## src/rtl/mant_pkg.sv

```systemverilog
// mant_pkg: shared types, segment constants and digit lookup for the maintenance display
package mant_pkg;
  typedef enum logic [1:0] {IDLE, SHIFT, COMMIT} state_t;
  typedef logic [3:0] bcd_t;
  localparam logic [6:0] SEG_BLANK = 7'b1111111;
  localparam logic [6:0] SEG_DASH = 7'b0111111;
  localparam logic [7:0] ALARM_CODE = 8'hFF;
  function automatic logic [6:0] seg_of(input bcd_t d);
    case (d)
      4'd0: return 7'b1000000;
      4'd1: return 7'b1111001;
      4'd2: return 7'b0100100;
      4'd3: return 7'b0110000;
      4'd4: return 7'b0011001;
      4'd5: return 7'b0010010;
      4'd6: return 7'b0000010;
      4'd7: return 7'b1111000;
      4'd8: return 7'b0000000;
      4'd9: return 7'b0010000;
      default: return SEG_BLANK;
    endcase
  endfunction
endpackage

```

## src/rtl/bin2bcd_seq.sv

```systemverilog
// bin2bcd_seq: 8-bit sequential double-dabble, one shift per clock, done pulses in COMMIT
module bin2bcd_seq import mant_pkg::*; (
  input  logic       clk,
  input  logic       rst,
  input  logic       start,
  input  logic [7:0] din,
  output logic       busy,
  output logic       done,
  output logic [7:0] val,
  output bcd_t       hun,
  output bcd_t       tens,
  output bcd_t       ones
);
  state_t state;
  logic [19:0] sr;
  logic [19:0] adj;
  logic [2:0] cnt;
  function automatic bcd_t dab(input bcd_t d);
    return d >= 4'd5 ? d + 4'd3 : d;
  endfunction
  // nibble correction applied before every shift
  always_comb begin
    adj = {dab(sr[19:16]), dab(sr[15:12]), dab(sr[11:8]), sr[7:0]};
  end
  // capture on start, eight shift steps, then one commit cycle
  always_ff @(posedge clk or negedge rst) begin
    if (!rst) begin
      state <= IDLE;
      sr <= '0;
      cnt <= '0;
      val <= '0;
    end else begin
      case (state)
        IDLE: if (start) begin
          sr <= {12'd0, din};
          val <= din;
          cnt <= '0;
          state <= SHIFT;
        end
        SHIFT: begin
          sr <= {adj[18:0], 1'b0};
          cnt <= cnt + 3'd1;
          if (cnt == 3'd7) state <= COMMIT;
        end
        default: state <= IDLE;
      endcase
    end
  end
  assign busy = state != IDLE;
  assign done = state == COMMIT;
  assign {hun, tens, ones} = sr[19:8];
endmodule

```

## src/rtl/mant_display.sv

```systemverilog
// mant_display: converts the maintenance msg to decimal and scans it onto a 3-digit display
module mant_display import mant_pkg::*; #(
  parameter int SCAN_DIV = 50000,
  parameter int BLINK_DIV = 25000000
) (
  input  logic       clk,
  input  logic       rst,
  input  logic [7:0] msg,
  output logic [6:0] seg_n,
  output logic [2:0] an_n,
  output logic       busy,
  output logic       alarm
);
  localparam int SW = $clog2(SCAN_DIV + 1);
  localparam int BW = $clog2(BLINK_DIV + 1);
  logic done;
  logic [7:0] work_val, cur_val;
  bcd_t c_hun, c_tens, c_ones, hun, tens, ones, dig;
  logic [SW-1:0] scnt;
  logic [BW-1:0] bcnt;
  logic [1:0] idx;
  logic phase, tick, blank;
  logic [6:0] seg_d;
  bin2bcd_seq u_conv (
    .clk(clk),
    .rst(rst),
    .start(msg != cur_val),
    .din(msg),
    .busy(busy),
    .done(done),
    .val(work_val),
    .hun(c_hun),
    .tens(c_tens),
    .ones(c_ones)
  );
  // latch the finished conversion as the committed value
  always_ff @(posedge clk or negedge rst) begin
    if (!rst) begin
      cur_val <= '0;
      {hun, tens, ones} <= '0;
      alarm <= 1'b0;
    end else if (done) begin
      cur_val <= work_val;
      {hun, tens, ones} <= {c_hun, c_tens, c_ones};
      alarm <= work_val == ALARM_CODE;
    end
  end
  // blink phase restarts ON when the alarm is newly committed
  always_ff @(posedge clk or negedge rst) begin
    if (!rst) begin
      bcnt <= '0;
      phase <= 1'b0;
    end else if (done && work_val == ALARM_CODE && !alarm) begin
      bcnt <= '0;
      phase <= 1'b1;
    end else if (bcnt == BW'(BLINK_DIV - 1)) begin
      bcnt <= '0;
      phase <= ~phase;
    end else begin
      bcnt <= bcnt + 1'b1;
    end
  end
  assign tick = scnt == SW'(SCAN_DIV - 1);
  // pick the digit for the current slot with leading-zero blanking
  always_comb begin
    dig = idx == 2'd2 ? hun : idx == 2'd1 ? tens : ones;
    blank = (idx == 2'd2 && hun == '0) || (idx == 2'd1 && hun == '0 && tens == '0);
    seg_d = alarm ? (phase ? SEG_DASH : SEG_BLANK) : blank ? SEG_BLANK : seg_of(dig);
  end
  // digit dwell counter; outputs load the current slot then the index advances
  always_ff @(posedge clk or negedge rst) begin
    if (!rst) begin
      scnt <= '0;
      idx <= '0;
      seg_n <= SEG_BLANK;
      an_n <= 3'b111;
    end else if (tick) begin
      scnt <= '0;
      idx <= idx == 2'd2 ? 2'd0 : idx + 2'd1;
      seg_n <= seg_d;
      an_n <= ~(3'b001 << idx);
    end else begin
      scnt <= scnt + 1'b1;
    end
  end
endmodule

```

## config.mk

```make
export PLATFORM = sky130hd
export DESIGN_NAME = mant_display
export DESIGN_NICKNAME = d
export VERILOG_FILES = /design/src/rtl/mant_pkg.sv /design/src/rtl/bin2bcd_seq.sv /design/src/rtl/mant_display.sv
export SDC_FILE = /design/constraint.sdc
export NUM_CORES = 1
export LEC_CHECK = 0
export CAP_MARGIN = 20
export CORE_ASPECT_RATIO = 1.2
export CORE_MARGIN = 2
export CORE_UTILIZATION = 35
export CTS_BUF_LIST = sky130_fd_sc_hd__clkbuf_4 sky130_fd_sc_hd__clkbuf_8
export DETAILED_ROUTE_END_ITERATION = 10
export PLACE_DENSITY = 0.54
export SYNTH_ARGS = -nofsm -noshare
export SYNTH_HDL_FRONTEND = slang
export SYNTH_HIERARCHICAL = 1
export SYNTH_SLANG_ARGS = --single-unit
```

## constraint.sdc

```tcl
create_clock -name clk -period 3.29 [get_ports clk]
set_input_delay 0.987 -clock clk [delete_from_list [all_inputs] [get_ports clk]]
set_output_delay 0.987 -clock clk [all_outputs]
set_load 0.1 [all_outputs]
```

==> metrics.yaml, run 1 <==
place:
  hpwl_um: 7110
  io_buffers: 21
  dpl_cell_area_um2: 5680
  gp_congestion: 0.784
final_layout:
  diodes: 0
  fill_cells: 1513
  post-route-util: 0.397
  drive_above_1_share: 0.169
  design_area_um2: 5900
  areaGrowthSynthToFinish_pct: 12.5
  nets: 556
  multi_input_area_um2: 2360
  ff_latch_area_um2: 2720
synth:
  netlist_area_um2: 5240
  syn_avg_cell_area_um2: 10.3
  yosysSeqAreaShare: 0.518
  yosysTopAreaCellShare: 0.468
  synth-seq-cells: 108
  syn-num-nets: 528
  ys.flop_type: "dfrtp_1"
  synth_warnings: 6
  synth_area_leader_cell: "dfrtp_1"
  netlist_instances: 507
  synth_cell_types: 50
  synth_edf_count: 0
  async_reset_ff_frac: 1.00
  synth_area_leaders: "dfrtp_1 47%, xor2_1 6.0%, mux2_2 5.8%"
timing:
  worstMarginPinSlew_ns: 0.824
  slew_headroom: 0.451
  fin_crit_sh: 0.801
  max_freq_ghz: 0.379
  fin_crit_ns: 2.64
  rsz0062_at_grt: "false"
  clock_skew_ns: 0.0149
  finalHoldViolations: 0
  slew_viol_final: 0
  setup_viol: 0
setup_path:
  cp_slowest_stage_delay_ns: 0.57
  r2r_setup_slack_ns: 0.99
  r2r-start: "bcnt[2]"
  worst_path_most_repeated_cell: "nand2_1"
  cp_data_required_time_ns: 3.57
  cp_cell_sequence: "clkdlybuf4s50_1 > xor2_1 > nor4_1 > nand2_1 > nor3b_2 > nor2_2 > buf_4 > o21ai_0 > nand2_1"
  crit_type: "input pin to flip-flop"
  startpoint_type: "input pin"
  cp_data_arrival_time_ns: 2.92
  timing.rr.end: "bcnt[20]"
  cp_slowest_cell: "nor3b_2"
  crit_path_end_kind: "flip-flop"
  r2r_cells: 5
  critPathMaxFanout: 10
clock_network:
  cts_tree: "yes"
  post_cts_buffers: 0
  cts_buffers: 9
  clock_sinks: 108
  insertion_delay_ns: 0.39
  clk_pin_slew_ns: 0.11
  cts_hold_buf: 0
  cts.path.max_buffers: 2
  htreeDepth: 3
  cts_resized: 0
  clockRootBuffer: "clkbuf_8"
global_route:
  antenna_found_initial: 0
  grt_pass1_wl_um: 17800
  overflow: 0
  track_usage: 0.139
  grt_max_degree: 50
  grt_pass1_vias: 3654
job:
  max_cap_violations: 0
floorplan:
  initial_core_util: 0.353
  die_h_um: 138
  core_area_um2: 14800
  die-area_um2: 16000
  die_w_um: 116
  io_pins: 22
  rows: 49
detailed_routing:
  avgRoutedWirePerCell_um: 13.6
  viasPerCell: 4.78
  drc: 0
  ant_nets: 0
  wl_um: 10100
  firstDrtPassIters: 5
  drtIter0Drc: 113
  dr_total_vias: 3557
hold_path:
  hp-class: "flip-flop to flip-flop"
  hold_depth: 2
  min-delay-start: "u_conv/sr[2]"
  min_delay_worst_endpoint: "u_conv/sr[2]"
power:
  p_per_area_nw_per_um2: 684
  vdd_ir_drop_max_v: 0.000524
  leakage_nw: 2.61
status:
  status: "finished clean"
[per-layer routing]
| layer | vias to the layer above | global-route usage | wire length (um) |
|---|---|---|---|
| met2 | 36 | 0.225 | 4900 |
| li1 | 1784 | - | - |
| met5 | - | 0 | 0 |
| met4 | 0 | 0.0526 | 171 |
| met1 | 1724 | 0.183 | 4730 |
| met3 | 13 | 0.0294 | 303 |
[Yosys cell counts, drive strengths merged (2+ instances only)]
cell	instances
dfrtp	98
and3	6
nor2	58
nand3	31
a31oi	2
dfstp	10
mux2	27
and4	4
a22oi	5
nand2	71
nor2b	5
mux2i	11
clkbuf	2
o21ai	23
buf	16
nand2b	4
inv	15
and2	3
nor4	10
xnor2	16
a21oi	9
or2	2
o32ai	2
xor2	36
ha	11
nor3	5
nand4	12
or4	2
[registers in the layout, indices dropped and copies added, names as in the netlist, 7 cells and up]
signal / flops
cur_val: 8
bcnt: 25
seg_n: 7
scnt: 16
u_conv/sr: 20
u_conv/val: 8
[placed cells by master, fill, tap and decap left out, types with 14 or more instances in the layout]
| cell type | synthesis | layout |
|---|---|---|
| dfrtp_1 | 98 | 98 |
| nand2_1 | 71 | 71 |
| nor2_1 | 57 | 57 |
| xor2_1 | 36 | 36 |
| nand3_1 | 31 | 31 |
| mux2_2 | 27 | 27 |
| buf_4 | 5 | 25 |
| o21ai_0 | 19 | 19 |
| xnor2_1 | 16 | 16 |
| inv_1 | 14 | 14 |
[how the worst max path moves through the flow]
stage                         end   start  depth (start not counted)  slack, ns
floorplan           u_conv/val[0]  msg[4]                          8       1.15
global placement    u_conv/sr[11]  msg[3]                          9      -0.07
detailed placement  u_conv/sr[11]  msg[4]                          9      -0.14
CTS                 u_conv/sr[11]  msg[4]                          9       0.27
global route        u_conv/sr[11]  msg[4]                          9       0.45
finish              u_conv/sr[11]  msg[4]                          9       0.65
[kinds of logic after synthesis]
kind of cell / after synthesis / share of synthesized area
mux: 38 / 0.0797
buf+inv: 33 / 0.0317
simple gates: 216 / 0.200
xor+xnor: 52 / 0.0869
fa+ha+maj: 11 / 0.0263
flops: 108 / 0.518
compound gates: 49 / 0.0570
[cell type report]
cell class	instances	area share
Timing Repair Buffer	35	0.0507
Clock buffer	9	0.0210
Tap cell	204	0.0433
Sequential cell	108	0.461
Multi-Input combinational cell	366	0.401
Clock inverter	7	0.0140
Inverter	15	0.00955
[critical path, delay by kind of cell]
kind / cells / cell delay, ns
xor gates and xnor gates: 1 / 0.18
and+or+nand+nor: 5 / 0.92
AOI/OAI and AO/OA: 1 / 0.15
buffers and inverters: 2 / 0.68
[power by group]
part	total [mW]	switching [mW]	internal, mW
clock network	0.854	0.490	0.364
logic	1.23	0.673	0.555
registers	1.95	0.293	1.66
total	4.03	1.46	2.58
[through the flow]
stage | setup TNS, ns | instances | total power, mW | worst slack (ns) | hold WS, ns
after floorplan | 0 | 507 | 2.87 | 1.15 | 0.438
after global placement | -0.229 | 727 | 3.17 | -0.0694 | 0.451
after detailed placement | -0.862 | 727 | 3.21 | -0.141 | 0.456
after CTS | 0 | 743 | 4.09 | 0.274 | 0.482
after global routing | 0 | 744 | 4.36 | 0.455 | 0.497
final | 0 | 744 | 4.03 | 0.653 | 0.478
Note: power is estimated with default switching activity, not from simulation.
==> run 2: changes to the inputs <==
Settings changed: PLACE_DENSITY 0.54 to 0.56.
Clock period 3.29 ns to 2.4 ns, I/O delays scaled along.
==> run 2 against run 1 <==
Final cell count increased by 0.81%; global-route usage decreased by 0.089 points; critical path depth down 1; first-iteration DRC count up 4.4%; worst setup slack got worse by 0.36 ns; worst hold slack worse by 0.25 ns; critical path type unchanged.
==> metrics.yaml, run 2 (same netlist as run 1, synthesis figures left out) <==
clock_network:
  post_cts_buffers: 0  # unchanged
  insertion_delay_ns: 0.39  # about the same
  cts_tree: "yes"
  cts_resized: 0  # unchanged
  cts_hold_buf: 0  # unchanged
  htreeDepth: 3  # unchanged
  clock_sinks: 108  # unchanged
  cts_buffers: 9  # unchanged
  cts.path.max_buffers: 2  # unchanged
  clk_pin_slew_ns: 0.10  # about the same
  clockRootBuffer: "clkbuf_8"
timing:
  max_freq_ghz: 0.476
  clock_skew_ns: 0.0134  # -0.00149 ns
  rsz0062_at_grt: "false"
  hold_slack_ns: 0.232  # -0.247 ns
  slew_headroom: 0.484  # +0.0333
  finalHoldViolations: 0  # unchanged
  fin_crit_sh: 0.876
  slew_viol_final: 0  # unchanged
  fin_crit_ns: 2.10
  setup_viol: 0  # unchanged
  worstMarginPinSlew_ns: 0.774  # -0.0499 ns
detailed_routing:
  firstDrtPassIters: 7  # +2
  avgRoutedWirePerCell_um: 13.6  # -0.20%
  viasPerCell: 4.86  # +1.6%
  ant_nets: 0  # unchanged
  wl_um: 10200  # +0.60%
  drc: 0  # unchanged
  dr_total_vias: 3644  # +2.4%
  drtIter0Drc: 118  # +4.4%
place:
  io_buffers: 21  # unchanged
  dpl_cell_area_um2: 5930  # +4.5%
  hpwl_um: 7280  # +2.5%
  gp_congestion: 0.790  # +0.82%
  placed_cells: 734  # +0.96%
setup_path:
  cp_cell_sequence: "clkdlybuf4s50_1 > xor2_1 > nor4_1 > nand2_1 > nor3b_2 > buf_12 > a22oi_1 > nand2_1"
  cp_data_arrival_time_ns: 2.38  # -0.54 ns
  cp_data_required_time_ns: 2.68  # -0.89 ns
  cp_slowest_stage_delay_ns: 0.43  # -0.14 ns
  critPathMaxFanout: 12  # +2
  crit_path_end_kind: "flip-flop"
  crit_type: "input pin to flip-flop"
  worst_path_most_repeated_cell: "nand2_1"
  startpoint_type: "input pin"
  cp_slowest_cell: "clkdlybuf4s50_1"
  r2r_cells: 4  # -1
floorplan:
  rows: 49  # unchanged
  die_w_um: 116  # unchanged
  die-area_um2: 16000  # unchanged
  core_area_um2: 14800  # unchanged
  io_pins: 22  # unchanged
  die_h_um: 138  # unchanged
  initial_core_util: 0.353  # unchanged
final_layout:
  layout_commonest_cell: "dfrtp_1"
  final_cells: 750  # +0.81%
  reg_top3: "bcnt x25, u_conv/sr x20, scnt x16"
  regMostFlops: "bcnt"
  design_area_um2: 6130  # +3.9%
  final_cell_mix: "98 x dfrtp_1, 71 x nand2_1, 57 x nor2_1"
  diodes: 0  # unchanged
  largest_reg_flops: 25  # unchanged
  drive_above_1_share: 0.178  # +0.00914
  areaGrowthSynthToFinish_pct: 16.9
  nets: 562  # +1.1%
power:
  leakage_nw: 2.69  # +3.1%
  power.total_mw: 5.60  # +39%
  p_per_area_nw_per_um2: 915  # +34%
  vdd_ir_drop_max_v: 0.000830  # +58%
global_route:
  track_usage: 0.138  # -0.000890
  overflow: 0  # unchanged
  grt_pass1_wl_um: 17700  # -0.50%
  antenna_found_initial: 0  # unchanged
  grt_max_degree: 47  # -6.0%
  grt_pass1_vias: 3706  # +1.4%
hold_path:
  hp-class: "input pin to async pin"
job:
  max_cap_violations: 0  # unchanged
status:
  status: "finished clean"
==> run 2: final timing paths <==
path                                     end  slack (ns)          from
worst min-delay path                 scnt[5]        0.23           rst
max in group asynchronous            an_n[1]        1.57           rst
worst max-delay path            u_conv/sr[5]        0.30        msg[4]
worst max register to register        idx[0]        0.46      scnt[11]
min in group clk                u_conv/sr[7]        0.48  u_conv/sr[7]
worst min register to register  u_conv/sr[7]        0.48  u_conv/sr[7]
==> run 2: through the flow <==
step           TNS (ns)  setup slack (ns)  utilization
2_1_floorplan         0             0.527            -
3_3_place_gp      -2.23            -0.155        0.400
3_5_place_dp      -2.12            -0.135        0.400
4_1_cts               0             0.296        0.413
5_1_grt               0             0.174        0.413
6_report              0             0.298        0.413
==> run 2: power by group <==
group | internal [mW] | switching [mW]
Clock | 0.495 | 0.633
Sequential | 2.27 | 0.407
Combinational | 0.856 | 0.939
==> run 2: routing by layer <==
layer	routed length, um	global-route usage	vias up
met5	0	0	-
met4	189	0.0614	0
met3	187	0.0206	13
met2	5070	0.228	35
met1	4710	0.179	1799
li1	-	-	1797
==> run 2: worst max-delay path, delay by kind of cell <==
kind	cells	cell delay [ns]
and+or+nand+nor	4	0.72
buffers and inverters	2	0.58
xor gates and xnor gates	1	0.16
AOI/OAI and AO/OA	1	0.18
==> run 2: area by class of cell <==
cell class / instances / area [um^2]
clock buffer: 10 / 131
sequential: 108 / 2720
multi-input combinational: 366 / 2360
timing repair buffer: 41 / 541
inverter: 15 / 56.3
fill: 1458 / 8710
tap: 204 / 255
clock inverter: 6 / 65.1
==> run 3: changes to the inputs <==
Settings changed: ABC_CLOCK_PERIOD_IN_PS from default to 2400, CORE_UTILIZATION 35 to 30, PLACE_DENSITY 0.56 to 0.5.
==> run 3 against run 2 <==
Clock power is 30% higher; wire length rose by 4.0%; non-clock buffer count is 2 higher; flip-flop and latch count is the same; worst hold slack lost 0.0079 ns; sequential power about the same; via count shrank 0.25%; critical path depth rose by 2; die area grew 16%; utilization is 4.7 points lower; sequential share of layout area decreased by 0.65 points; clock skew rose by 0.0014 ns; critical endpoint is now u_conv/sr[19].
==> metrics.yaml, run 3 (same netlist as run 1, synthesis figures left out) <==
final_layout:
  final_cell_mix: "98 x dfrtp_1, 71 x nand2_1, 57 x nor2_1"
  final_cells: 764  # +1.9%
  largest_reg_flops: 25  # unchanged
  regMostFlops: "bcnt"
  areaGrowthSynthToFinish_pct: 18.6
  nets: 564  # +0.36%
  layout_commonest_cell: "dfrtp_1"
  drive_above_1_share: 0.181  # +0.00300
  diodes: 0  # unchanged
  post-route-util: 0.366  # -0.0468
  reg_top3: "bcnt x25, u_conv/sr x20, scnt x16"
power:
  vdd_ir_drop_max_v: 0.000569  # -31%
  leakage_nw: 2.73  # +1.5%
  p_per_area_nw_per_um2: 961  # +5.1%
  power.total_mw: 5.98  # +6.7%
detailed_routing:
  wl_um: 10600  # +4.0%
  viasPerCell: 4.76  # -2.1%
  avgRoutedWirePerCell_um: 13.8  # +2.1%
  drc: 0  # unchanged
  firstDrtPassIters: 4  # -3
  ant_nets: 0  # unchanged
  drtIter0Drc: 186  # +58%
  dr_total_vias: 3635  # -0.25%
clock_network:
  htreeDepth: 3  # unchanged
  insertion_delay_ns: 0.39  # about the same
  post_cts_buffers: 0  # unchanged
  cts_hold_buf: 0  # unchanged
  clockRootBuffer: "clkbuf_8"
  cts.path.max_buffers: 2  # unchanged
  cts_resized: 0  # unchanged
  cts_buffers: 9  # unchanged
  cts_tree: "yes"
  clk_pin_slew_ns: 0.11  # about the same
  clock_sinks: 108  # unchanged
hold_path:
  hp-class: "input pin to async pin"
floorplan:
  die_w_um: 125  # +7.7%
  initial_core_util: 0.309  # -0.0446
  core_area_um2: 17000  # +14%
  io_pins: 22  # unchanged
  die_h_um: 149  # +7.8%
  rows: 52  # +6.1%
  die-area_um2: 18600  # +16%
setup_path:
  r2r-start: "idx[1]"
  cp_data_arrival_time_ns: 2.47  # +0.09 ns
  crit_path_end_kind: "flip-flop"
  crit_type: "input pin to flip-flop"
  startpoint_type: "input pin"
  r2r_cells: 6  # +2
  critPathMaxFanout: 5  # -7
  timing.rr.end: "seg_n[4]"
  r2r_setup_slack_ns: 0.42  # -0.04 ns
  cp_data_required_time_ns: 2.68  # about the same
timing:
  setup_viol: 0  # unchanged
  fin_crit_sh: 0.912  # +0.0359
  slew_viol_final: 0  # unchanged
  clock_skew_ns: 0.0148  # +0.00140 ns
  worstMarginPinSlew_ns: 0.771  # -0.00307 ns
  worst_slack_ns: 0.212  # -0.0861 ns
  rsz0062_at_grt: "false"
  slew_headroom: 0.486  # +0.00205
  max_freq_ghz: 0.457  # -3.9%
  fin_crit_ns: 2.19  # +0.0861 ns
  finalHoldViolations: 0  # unchanged
status:
  status: "finished clean"
place:
  place_ws_ns: -0.211  # -0.0756 ns
  io_buffers: 21  # unchanged
  gp_congestion: 0.755  # -4.5%
  hpwl_um: 7580  # +4.1%
  placed_cells: 748  # +1.9%
global_route:
  antenna_found_initial: 0  # unchanged
  track_usage: 0.121  # -0.0169
  grt_max_degree: 45  # -4.3%
  overflow: 0  # unchanged
  grt_pass1_wl_um: 18200  # +2.8%
  grt_pass1_vias: 3780  # +2.0%
job:
  max_cap_violations: 0  # unchanged
run 3: worst max path at each step:
stage	slack [ns]	endpoint	start	depth (start not counted)
2_1_floorplan	0.53	u_conv/val[0]	msg[4]	8
3_3_place_gp	-0.19	u_conv/sr[19]	msg[3]	10
3_5_place_dp	-0.21	u_conv/sr[19]	msg[4]	10
4_1_cts	0.22	u_conv/sr[19]	msg[4]	10
5_1_grt	0.11	u_conv/sr[19]	msg[3]	10
6_report	0.21	u_conv/sr[19]	msg[4]	10
run 3: worst max-delay path, cell delays in order:
cell and delay, ns:
clkdlybuf4s50_1 0.50, xor2_1 0.18, nor4_1 0.08, buf_4 0.13, nand2_1 0.07, nor3b_2 0.33
nor2_2 0.08, buf_4 0.16, o21ai_0 0.15, nand2_1 0.07
run 3: cell type report:
cell class / count / area, um^2
fillers: 1669 / 10800
flip-flops and latches: 108 / 2720
multi-input cells: 366 / 2360
repair buffers: 43 / 543
well taps: 216 / 270
clock inverters: 7 / 146
clock buffers: 9 / 124
inverters: 15 / 56.3
run 3: per-stage QoR:
step                setup TNS (ns)  hold slack, ns  area [um^2]
floorplan                        0           0.424         5240
global placement             -3.16           0.454         5950
detailed placement           -3.00           0.478         5950
CTS                              0           0.221         6220
global route                     0           0.232         6220
finish                           0           0.224         6220
run 3: where the power goes:
group	switching [mW]	internal (mW)
Clock	0.669	0.805
Sequential	0.412	2.27
Combinational	0.951	0.865
Total	2.03	3.94
run 3: layer usage:
layer / GRT usage / vias to the layer above / part of all wire
met5: 0 / - / 0
met4: 0.0545 / 0 / 0.018
met3: 0.0208 / 11 / 0.022
met2: 0.202 / 31 / 0.48
met1: 0.156 / 1787 / 0.48
li1: - / 1806 / -
